File: src/rtl/cdc_vector_arbiter_if.sv
// -----------------------------------------------------------------------------
// cdc_vector_arbiter_if
//   Bundles the requester-side AXI-stream bus and the downstream CDC channel
//   handshake of cdc_vector_arbiter.
//
// Handshake rule (both sides): a word moves on a clock edge where valid and
// ready are both high. Once valid is raised it stays high, with data stable,
// until that edge. Ready may be raised or lowered freely.
//
// Signals
//   s_tvalid [N]          requester -> arbiter, per-requester valid
//   s_tready [N]          arbiter -> requester, at most one bit high
//   s_tdata  [N*WIDTH]    requester k payload at [k*WIDTH +: WIDTH]
//   m_tvalid              arbiter -> CDC channel
//   m_tready              CDC channel -> arbiter
//   m_tdata  [IDW+WIDTH]  {tag, payload}, tag in the MSBs
//
// Modports
//   slave  : the arbiter's view
//   master : the environment's view (requesters plus channel)
// -----------------------------------------------------------------------------
interface cdc_vector_arbiter_if #(
  parameter int N     = 4,
  parameter int WIDTH = 8
);
  localparam int IDW = (N > 1) ? $clog2(N) : 1;

  logic [N-1:0]         s_tvalid;
  logic [N-1:0]         s_tready;
  logic [N*WIDTH-1:0]   s_tdata;
  logic                 m_tvalid;
  logic                 m_tready;
  logic [IDW+WIDTH-1:0] m_tdata;

  modport slave (
    input  s_tvalid, s_tdata, m_tready,
    output s_tready, m_tvalid, m_tdata
  );

  modport master (
    output s_tvalid, s_tdata, m_tready,
    input  s_tready, m_tvalid, m_tdata
  );
endinterface

File: src/rtl/cdc_vector_arbiter.sv
// -----------------------------------------------------------------------------
// cdc_vector_arbiter
//   Round-robin arbiter that shares one CDC vector channel among N
//   AXI-stream requesters. It takes one word from the winner, tags it with the
//   requester index, presents {tag, payload} downstream, and waits for the
//   channel to raise m_tready again (the delivery ack) before it grants again.
//
// Ports
//   clk          single clock, all logic on posedge
//   aresetn      asynchronous active-low reset
//   bus          cdc_vector_arbiter_if.slave (s_* requesters, m_* channel)
//   busy         high whenever the FSM is not IDLE
//   grant_id     tag of the word currently held or in flight
//   xfer_count   completed downstream handshakes, wraps 0xFFFF -> 0
//   timeout      sticky flag: ack not seen within TIMEOUT_CYCLES in WAIT_ACK
//   timeout_clr  synchronous clear of timeout (a same-cycle set wins)
//   dbg_state    current FSM state (0 IDLE, 1 SEND, 2 WAIT_ACK)
// -----------------------------------------------------------------------------
module cdc_vector_arbiter #(
  parameter int N              = 4,
  parameter int WIDTH          = 8,
  parameter int TIMEOUT_CYCLES = 1024,
  localparam int IDW           = (N > 1) ? $clog2(N) : 1
) (
  input  logic                 clk,
  input  logic                 aresetn,
  cdc_vector_arbiter_if.slave  bus,
  output logic                 busy,
  output logic [IDW-1:0]       grant_id,
  output logic [15:0]          xfer_count,
  output logic                 timeout,
  input  logic                 timeout_clr,
  output logic [1:0]           dbg_state
);

  localparam int IW = IDW + 1;
  localparam int CW = $clog2(TIMEOUT_CYCLES + 1);
  localparam logic [CW-1:0] TO_MAX = CW'(TIMEOUT_CYCLES);

  typedef enum logic [1:0] {
    IDLE     = 2'd0,
    SEND     = 2'd1,
    WAIT_ACK = 2'd2
  } state_t;

  state_t               r_state;
  logic [IDW-1:0]       r_rr_ptr;
  logic [IDW-1:0]       r_grant_id;
  logic [IDW+WIDTH-1:0] r_hold;
  logic                 r_m_tvalid;
  logic [15:0]          r_xfer_count;
  logic [CW-1:0]        r_ack_cnt;
  logic                 r_timeout;

  logic                 w_found;
  logic [IDW-1:0]       w_win;
  logic [IW-1:0]        w_idx;
  logic [WIDTH-1:0]     w_payload;
  logic [N-1:0]         w_s_tready;
  logic [IDW-1:0]       w_next_ptr;
  logic [CW-1:0]        w_cnt_inc;
  logic                 w_timeout_set;

  // Search rr_ptr, rr_ptr+1, ... wrapping mod N; the first valid requester
  // wins. The running index never exceeds 2N-2, so one conditional subtract
  // performs the wrap, which also keeps non-power-of-2 N correct.
  always_comb begin
    w_found = 1'b0;
    w_win   = '0;
    w_idx   = '0;
    for (int i = 0; i < N; i++) begin
      w_idx = {1'b0, r_rr_ptr} + IW'(i);
      if (w_idx >= IW'(N)) begin
        w_idx = w_idx - IW'(N);
      end
      if (!w_found && bus.s_tvalid[w_idx[IDW-1:0]]) begin
        w_found = 1'b1;
        w_win   = w_idx[IDW-1:0];
      end
    end
  end

  always_comb begin
    w_payload = '0;
    for (int k = 0; k < N; k++) begin
      if (w_win == IDW'(k)) begin
        w_payload = bus.s_tdata[k*WIDTH +: WIDTH];
      end
    end
  end

  // Ready goes only to the winner and only while IDLE. The winner's valid is
  // high by construction, so w_found in IDLE is exactly the capture handshake.
  always_comb begin
    w_s_tready = '0;
    if (aresetn && (r_state == IDLE) && w_found) begin
      w_s_tready[w_win] = 1'b1;
    end
  end

  assign w_next_ptr = (w_win == IDW'(N - 1)) ? '0 : (w_win + IDW'(1));
  assign w_cnt_inc  = r_ack_cnt + CW'(1);

  // The flag sets on the edge where the saturating ack counter reaches the
  // limit; once saturated it never re-fires, so a later clear sticks.
  assign w_timeout_set = (r_state == WAIT_ACK) && (r_ack_cnt != TO_MAX) &&
                         (w_cnt_inc == TO_MAX);

  always_ff @(posedge clk or negedge aresetn) begin
    if (!aresetn) begin
      r_state      <= IDLE;
      r_rr_ptr     <= '0;
      r_grant_id   <= '0;
      r_hold       <= '0;
      r_m_tvalid   <= 1'b0;
      r_xfer_count <= '0;
      r_ack_cnt    <= '0;
      r_timeout    <= 1'b0;
    end else begin
      if (w_timeout_set) begin
        r_timeout <= 1'b1;
      end else if (timeout_clr) begin
        r_timeout <= 1'b0;
      end

      case (r_state)
        IDLE: begin
          if (w_found) begin
            r_hold     <= {w_win, w_payload};
            r_grant_id <= w_win;
            r_rr_ptr   <= w_next_ptr;
            r_m_tvalid <= 1'b1;
            r_state    <= SEND;
          end
        end
        SEND: begin
          // m_tvalid is always high here, so m_tready alone is the handshake.
          if (bus.m_tready) begin
            r_m_tvalid   <= 1'b0;
            r_xfer_count <= r_xfer_count + 16'd1;
            r_ack_cnt    <= '0;
            r_state      <= WAIT_ACK;
          end
        end
        WAIT_ACK: begin
          if (r_ack_cnt != TO_MAX) begin
            r_ack_cnt <= w_cnt_inc;
          end
          // m_tready returning high means the channel delivered the word.
          if (bus.m_tready) begin
            r_state <= IDLE;
          end
        end
        default: begin
          r_state <= IDLE;
        end
      endcase
    end
  end

  assign bus.s_tready = w_s_tready;
  assign bus.m_tvalid = r_m_tvalid;
  assign bus.m_tdata  = r_hold;
  assign busy         = (r_state != IDLE);
  assign grant_id     = r_grant_id;
  assign xfer_count   = r_xfer_count;
  assign timeout      = r_timeout;
  assign dbg_state    = r_state;

endmodule

File: src/flat_wrapper.sv
// flat-port wrapper written by rule: the top's interface ports become plain ports
module cdc_vector_arbiter_flat 
#(
  parameter int N              = 4,
  parameter int WIDTH          = 8,
  parameter int TIMEOUT_CYCLES = 1024,
  localparam int IDW           = (N > 1) ? $clog2(N) : 1
)
  (clk, aresetn, busy, grant_id, xfer_count, timeout, timeout_clr, dbg_state, bus_s_tvalid, bus_s_tdata, bus_m_tready, bus_s_tready, bus_m_tvalid, bus_m_tdata);
  cdc_vector_arbiter_if #(.N(N), .WIDTH(WIDTH)) bus_i ();
  input  logic clk;
  input  logic aresetn;
  output logic busy;
  output logic [IDW-1:0] grant_id;
  output logic [15:0] xfer_count;
  output logic timeout;
  input  logic timeout_clr;
  output logic [1:0] dbg_state;
  input wire logic [$bits(bus_i.s_tvalid)-1:0] bus_s_tvalid;
  input wire logic [$bits(bus_i.s_tdata)-1:0] bus_s_tdata;
  input wire logic [$bits(bus_i.m_tready)-1:0] bus_m_tready;
  output wire logic [$bits(bus_i.s_tready)-1:0] bus_s_tready;
  output wire logic [$bits(bus_i.m_tvalid)-1:0] bus_m_tvalid;
  output wire logic [$bits(bus_i.m_tdata)-1:0] bus_m_tdata;
  assign bus_i.s_tvalid = bus_s_tvalid;
  assign bus_i.s_tdata = bus_s_tdata;
  assign bus_i.m_tready = bus_m_tready;
  assign bus_s_tready = bus_i.s_tready;
  assign bus_m_tvalid = bus_i.m_tvalid;
  assign bus_m_tdata = bus_i.m_tdata;
  cdc_vector_arbiter #(.N(N), .WIDTH(WIDTH), .TIMEOUT_CYCLES(TIMEOUT_CYCLES)) u_core (.clk(clk), .aresetn(aresetn), .bus(bus_i), .busy(busy), .grant_id(grant_id), .xfer_count(xfer_count), .timeout(timeout), .timeout_clr(timeout_clr), .dbg_state(dbg_state));
endmodule
File: config.mk
export PLATFORM = sky130hd
export DESIGN_NAME = cdc_vector_arbiter_flat
export DESIGN_NICKNAME = d
export VERILOG_FILES = /design/src/rtl/cdc_vector_arbiter_if.sv /design/src/rtl/cdc_vector_arbiter.sv /design/src/flat_wrapper.sv
export SDC_FILE = /design/constraint.sdc
export NUM_CORES = 1
export LEC_CHECK = 0
export BUFFER_PORTS_ARGS = -buffer_cell sky130_fd_sc_hd__buf_2
export CORE_MARGIN = 5
export CORE_UTILIZATION = 51
export CTS_CLUSTER_DIAMETER = 100
export DETAILED_ROUTE_END_ITERATION = 7
export PLACE_DENSITY = 0.84
export RECOVER_POWER = 25
export SLEW_MARGIN = 20
export SYNTH_ARGS = -nofsm -noshare
export SYNTH_HDL_FRONTEND = slang
export SYNTH_SLANG_ARGS = --single-unit
File: constraint.sdc
create_clock -name clk -period 2.6 [get_ports clk]
set_clock_uncertainty 0.1 [all_clocks]
set_input_delay 0.26 -clock clk [delete_from_list [all_inputs] [get_ports clk]]
set_output_delay 0.26 -clock clk [all_outputs]
set_load 0.02 [all_outputs]
=== Word level (Yosys, flattened, before mapping) ===
Index checks and enable logic that the tools add are counted.

* Register bits: 45
* Input bits: 40
* Output and inout port bits: 37
* Logic and storage cells: 101

* $add $sub $neg: 10
* $lt $le $gt $ge: 10
* Equal/unequal tests: 11
* Muxes and demuxes: 40
* Reductions and logical operators: 22

{| class="wikitable"
|+ Operators by type and width
! kind !! count
|-
| two-way mux 8 bit || 4
|-
| two-way mux 2 bit || 12
|-
| two-way mux 11 bit || 2
|-
| case mux 11 bit (2 select lines) || 1
|-
| adder 16 x 1 -> 16 bit (second input constant) || 1
|-
| < comparator 2 x 3 -> 1 bit (second input constant) || 5
|-
| two-way mux 1 bit || 13
|-
| adder 11 x 1 -> 11 bit (second input constant) || 1
|-
| equality test 11 bit (second input constant) || 1
|-
| inequality test 11 bit (second input constant) || 1
|-
| greater-or-equal comparator 3 bit (second input constant) || 3
|-
| AND reduction 3 bit || 3
|-
| binary-select mux 1 bit (select 2 bit) || 4
|-
| logical AND 1 bit || 8
|-
| nonzero test 2 bit || 4
|-
| subtractor 2 x 1 -> 2 bit (second input constant) || 4
|-
| adder 2 x 2 -> 3 bit (second input constant) || 2
|-
| equality test 2 bit (second input constant) || 3
|-
| inequality test 2 bit (second input constant) || 3
|-
| case mux 2 bit (3 select lines) || 1
|-
| equality test 2 x 1 -> 1 bit (second input constant) || 2
|-
| logical NOT 2 bit || 2
|-
| two-way mux 4 bit || 1
|-
| AND reduction 2 bit || 2
|-
| other kinds (8) || 10
|}

=== Depth between registers and ports, before layout ===
* Depth in word-level cells: 19
* Gate-level depth with buffers: 12

=== Least setup slack after synthesis ===
No wires, ideal clock.

* Path type: reg-to-output
* From: reg u_core.r_rr_ptr[1]
* To: out bus_s_tready[3]
* Arrival: 1878 ps
* Required time: 2240 ps
* Slack: 362 ps
* Stages on the path, launching flop included: 9
* Path through: dfrtp_1 -> inv_1 -> a22oi_1 -> o221ai_1 -> nor2_1 -> ha_1 -> clkbuf_1 -> clkbuf_1 -> and3_1

* Longest elaborated chain between the ends: 19

{| class="wikitable"
|+ Ends and longest elaborated chain
! what !! line !! RTL
|-
| start, declared || cdc_vector_arbiter.sv:47 || <nowiki>logic [IDW-1:0] r_rr_ptr;</nowiki>
|-
| start signal, assigned || cdc_vector_arbiter.sv:131 || <nowiki>r_rr_ptr <= w_next_ptr;</nowiki>
|-
| branches (longest 13 deep; another with adder 2 x 1 -> 3 bit) || -- ||
|-
| two-way mux 2 bit (*) || cdc_vector_arbiter.sv:76 || <nowiki>if (!w_found && bus.s_tvalid[w_idx[IDW-1:0]]) begin</nowiki>
|-
| via u_core.w_win[0] || cdc_vector_arbiter.sv:56 || <nowiki>logic [IDW-1:0] w_win;</nowiki>
|-
| < comparator 2 x 3 -> 1 bit (implied by the code) / greater-or-equal comparator 2 x 1 -> 1 bit (equally long branches) || cdc_vector_arbiter.sv:97 || <nowiki>w_s_tready[w_win] = 1'b1;</nowiki>
|-
| logical AND 1 bit (implied by the code) || cdc_vector_arbiter.sv:97 ||
|-
| two-way mux 1 bit (implied by the code) || cdc_vector_arbiter.sv:97 ||
|-
| demux 1 bit (select 2 bit) (*) || -- ||
|-
| two-way mux 4 bit (*) || cdc_vector_arbiter.sv:96 || <nowiki>if (aresetn && (r_state == IDLE) && w_found) begin</nowiki>
|-
| end, declared || flat_wrapper.sv:22 || <nowiki>output wire logic [$bits(bus_i.s_tready)-1:0] bus_s_tready;</nowiki>
|}

Mark *: on every way through the listed nets, which the timed path passes. The select of a mux whose other input is x is not followed.

=== Worst setup path in the final report ===
Same ends and word-level chain as after synthesis.

==> results.md <==
- Clock tree synthesis selected as its root buffer the cell clkbuf_8.
- The count of inserted antenna diode cells is 0.
- The floorplan die width is about 80 µm.
- The maximum clock path buffer count is 2.
- On the critical path the largest part of the delay comes from flip-flops.
- The die is 79.8 µm tall.
- The clock-pin slew of the registers on the worst-case setup and hold paths is ~0.090 ns.
- Before antenna repair, the detailed router went through 4 iterations.
- After routing the design area is a little under 3000 µm².
- The number of nets handed over by synthesis was ~320.
- The pin count of the biggest net entering global routing is 43.
- dfrtp_1 takes more of the synthesized area than any other cell.
- STA classifies the critical path startpoint as a register.
- The most frequently used cell type in the post-synthesis netlist is dfrtp_1.
- The largest individual stage delay along the critical path comes from the cell dfrtp_1.
- Counting every instance in the synthesized netlist gives ~270.
- The TritonCTS buffer count is 5.
- For this design the static power due to leakage is between 1 and 1.5 nW.
- The portion of synthesized cell area occupied by the leading cell type is 0.433.
- The worst slew margin relative to its limit is 0.326.
- The number of slew-limit violations in the final report is 0.
- The detailed router finished its first iteration with 192 violations.
- The worst register-to-register path ends at u_core.bus.m_tdata[3].
- After synthesis, the most frequently instantiated cells are 43 x dfrtp_1, 26 x nand2_1, 22 x o21ai_0, 16 x a21oi_1, 15 x nand3_1.
- The flip-flop and latch count after synthesis is 43.
- Detailed placement ended at an HPWL of roughly 4400 µm.
- The max-cap check violation count is 0.
- The count of buffering cells on the critical path with inverters included is 2.
- The die covers approximately 6400 µm².
- The sequential standard cell area is 1080 µm².
- The total area of multi-input combinational cells is between 1000 and 1500 µm².
- After detailed placement, the total cell area comes to 2870 µm².
- The area growth from synthesis to final layout is 20.0%.
- The final weighted congestion of routability-driven global placement is 0.891.
- Static timing analysis puts the maximum clock frequency at roughly 400 MHz.
- The row count is 25.
- The detail-routed via count per cell is ~5.5.
- During placement, the flow inserted port buffers numbering 76.
- The peak supply drop is 692 µV.
- The part of the Yosys area used for sequential elements is 0.433.
- The floorplan core area is approximately 4700 µm².
- The detail route stage leaves a number of antenna-violating nets equal to 0.
- The worst hold path terminates at u_core.dbg_state[1].
- The post-layout total power is 2.72 mW.
- The residual DRC count is 0.
- Walking the worst path, the cells encountered are inv_1 -> a22oi_1 -> o221ai_1 -> nor2_2 -> ha_2 -> and3_1 -> buf_2.
- The worst endpoint data arrival time is ~2.1 ns.
- Fill cells in the final layout number around 420.
- The startpoint of the worst register-to-register path is u_core.r_rr_ptr[1].
- The count of final hold-check violations is 0.
- The final period demand of the worst path is 2.47 ns.
- The initial utilization of the core area, before any placement, comes to 0.526.
- In the global route stage, overall resource usage came out at 0.197.
- The average instance in the mapped netlist occupies 9.28 µm².
- Of all flip-flops after synthesis, the portion carrying an async set or reset was 1.00.
- The mapped cell area is 2490 µm².
- Setup repair after global routing could not meet its margin everywhere.
- The number of antenna violations at the first check in global routing is 0.
- The startpoint identified for the worst hold timing path is bus_m_tready.
- The flow ran to the end, and the final reports show no timing, DRC or antenna violations.
- The number of synthesis warnings is 0.
- The total negative slack for setup checks is 0 ns.
- Of the cells placed in the final design, the portion with a size suffix greater than 1 is 0.279.
- The path class of the lowest-slack min-delay path is in2reg.
- Detailed routing inserted a total of between 2000 and 2500 vias.
- The number of cells on the worst hold path is 2.
- The tree built by TritonCTS fans out to 43 sinks.
- For this run, the slowest stage of the critical path takes 0.43 ns.
- The routed length per placed instance is ~14 µm.
- The number of synthesized flops with an enable pin is 0.
- Power spread over the standard cell area amounts to about 900 nW/µm².
- The global-route wire length before repair is just over 10000 µm.
- The residual overflow from global routing is 0.
- Synthesis instantiated between 40 and 50 different standard cells from the library.
- Dividing the final minimum period by the clock period gives 0.951.
- The actual slew at the worst max-slew pin is around 1.0 ns.
- The number of H-tree levels is 2.
- Ranked by total cell area, the synthesized netlist is headed by dfrtp_1 43%, xnor2_1 4.6%, o21ai_0 4.4%, ha_1 4.0%, nand2_1 3.9%.
- Clock latency on the worst-skew pair, taken at its later pin, is roughly 0.30 ns.
- The worst setup path startpoint is u_core.r_rr_ptr[1].
- The data required time at the worst endpoint is about 2.2 ns.
- In this run the register-to-register setup slack is ~0.22 ns.
- The type of the worst setup path is reg2out.
- Along the worst path, the maximum fanout reaches 17.
- The leading register cell type out of synthesis is dfrtp_1.
- For this block, the routed nets add up to 5830 µm of wire.
- The via count of the first global-routing pass is ~2200.
- The endpoint class of the critical path is a primary output.
- The net total in the final layout is between 300 and 400.
- The TritonCTS clock tree is yes.
- The I/O pin count is 77.
- The depth of the worst register-to-register path is 11.
- The total setup violations reported at the end of the flow is 0.
per-layer routing:
metal  GRT usage  wire length (µm)  vias up
li1            -                 -     1094
met3      0.0440               323       12
met4      0.0726               115        0
met5           0                 0        -
met1       0.264              2580     1039
met2       0.313              2820       81
kinds of logic after synthesis:
logic type	after synthesis	share of synthesized area
buffers and inverters	26	0.0584
adders and majority gates	8	0.0403
DFF	43	0.433
muxes	1	0.00403
xor gates and xnor gates	17	0.0599
AOI/OAI and AO/OA	67	0.169
and+or+nand+nor	106	0.236
worst max-delay path by stage:
stage,to,depth (start not counted),slack [ns]
after global routing,bus_s_tready[3],8,-0.08
after floorplan,bus_s_tready[3],8,0.36
after detailed placement,u_core.bus.m_tdata[5],10,0.12
after global placement,u_core.bus.m_tdata[3],10,0.28
after CTS,bus_s_tready[2],8,0.04
final,bus_s_tready[3],7,0.13
cell type report:
| cell class | count | share of cell area |
|---|---|---|
| multi-input combinational | 199 | 0.428 |
| clock inverter | 3 | 0.0147 |
| timing repair buffer | 80 | 0.133 |
| sequential | 43 | 0.361 |
| tap | 67 | 0.0281 |
| clock buffer | 5 | 0.0231 |
| inverter | 10 | 0.0126 |
where the power goes:
part	leakage [nW]	internal, mW	switching (mW)
Clock	0.0581	0.286	0.237
Sequential	0.567	0.826	0.165
Combinational	0.832	0.452	0.756
state kept, by name, summed over array words and instances (netlist names):
name,flops
u_core.bus.m_tvalid,1
u_core.r_ack_cnt,11
u_core.timeout,1
u_core.xfer_count,16
u_core.r_rr_ptr,2
u_core.grant_id,1
u_core.dbg_state,2
u_core.bus.m_tdata,9
metrics by stage:
step / setup WS (ns) / std cells / hold slack, ns / util
after floorplan: 0.362 / 268 / -0.136 / -
after global placement: 0.277 / 398 / -0.0257 / 0.607
after detailed placement: 0.123 / 398 / -0.0267 / 0.607
after CTS: 0.0424 / 407 / 0.0869 / 0.633
after global routing: -0.0761 / 407 / 0.104 / 0.632
final: 0.127 / 407 / 0.0916 / 0.632
what timing repair did:
| item | 4_1_cts | 5_1_grt |
|---|---|---|
| setup buffers | 0 | 0 |
| resized for setup | 1 | 4 |
| hold endpoints to repair | 1 | 0 |
| setup endpoints to repair | 1 | 11 |
| hold buffers | 1 | 0 |
placed cells by master (no fill, tap or decap), drive strengths merged, types with 2 or more instances in the layout:
master / instances
inv: 10
nand2: 26
clkbuf: 15
and2b: 3
buf: 69
a21oi: 16
a21o: 2
nor2b: 9
ha: 8
xor2: 4
or2: 2
xnor2: 13
nand4: 5
nor4: 2
and4: 4
and3: 7
and2: 2
nand2b: 2
a221oi: 8
nor2: 12
o31ai: 5
nor3: 13
nand3: 15
o21ai: 26
dfrtp: 43
clkinv: 2
No activity file was read; power rests on OpenSTA's default activity.
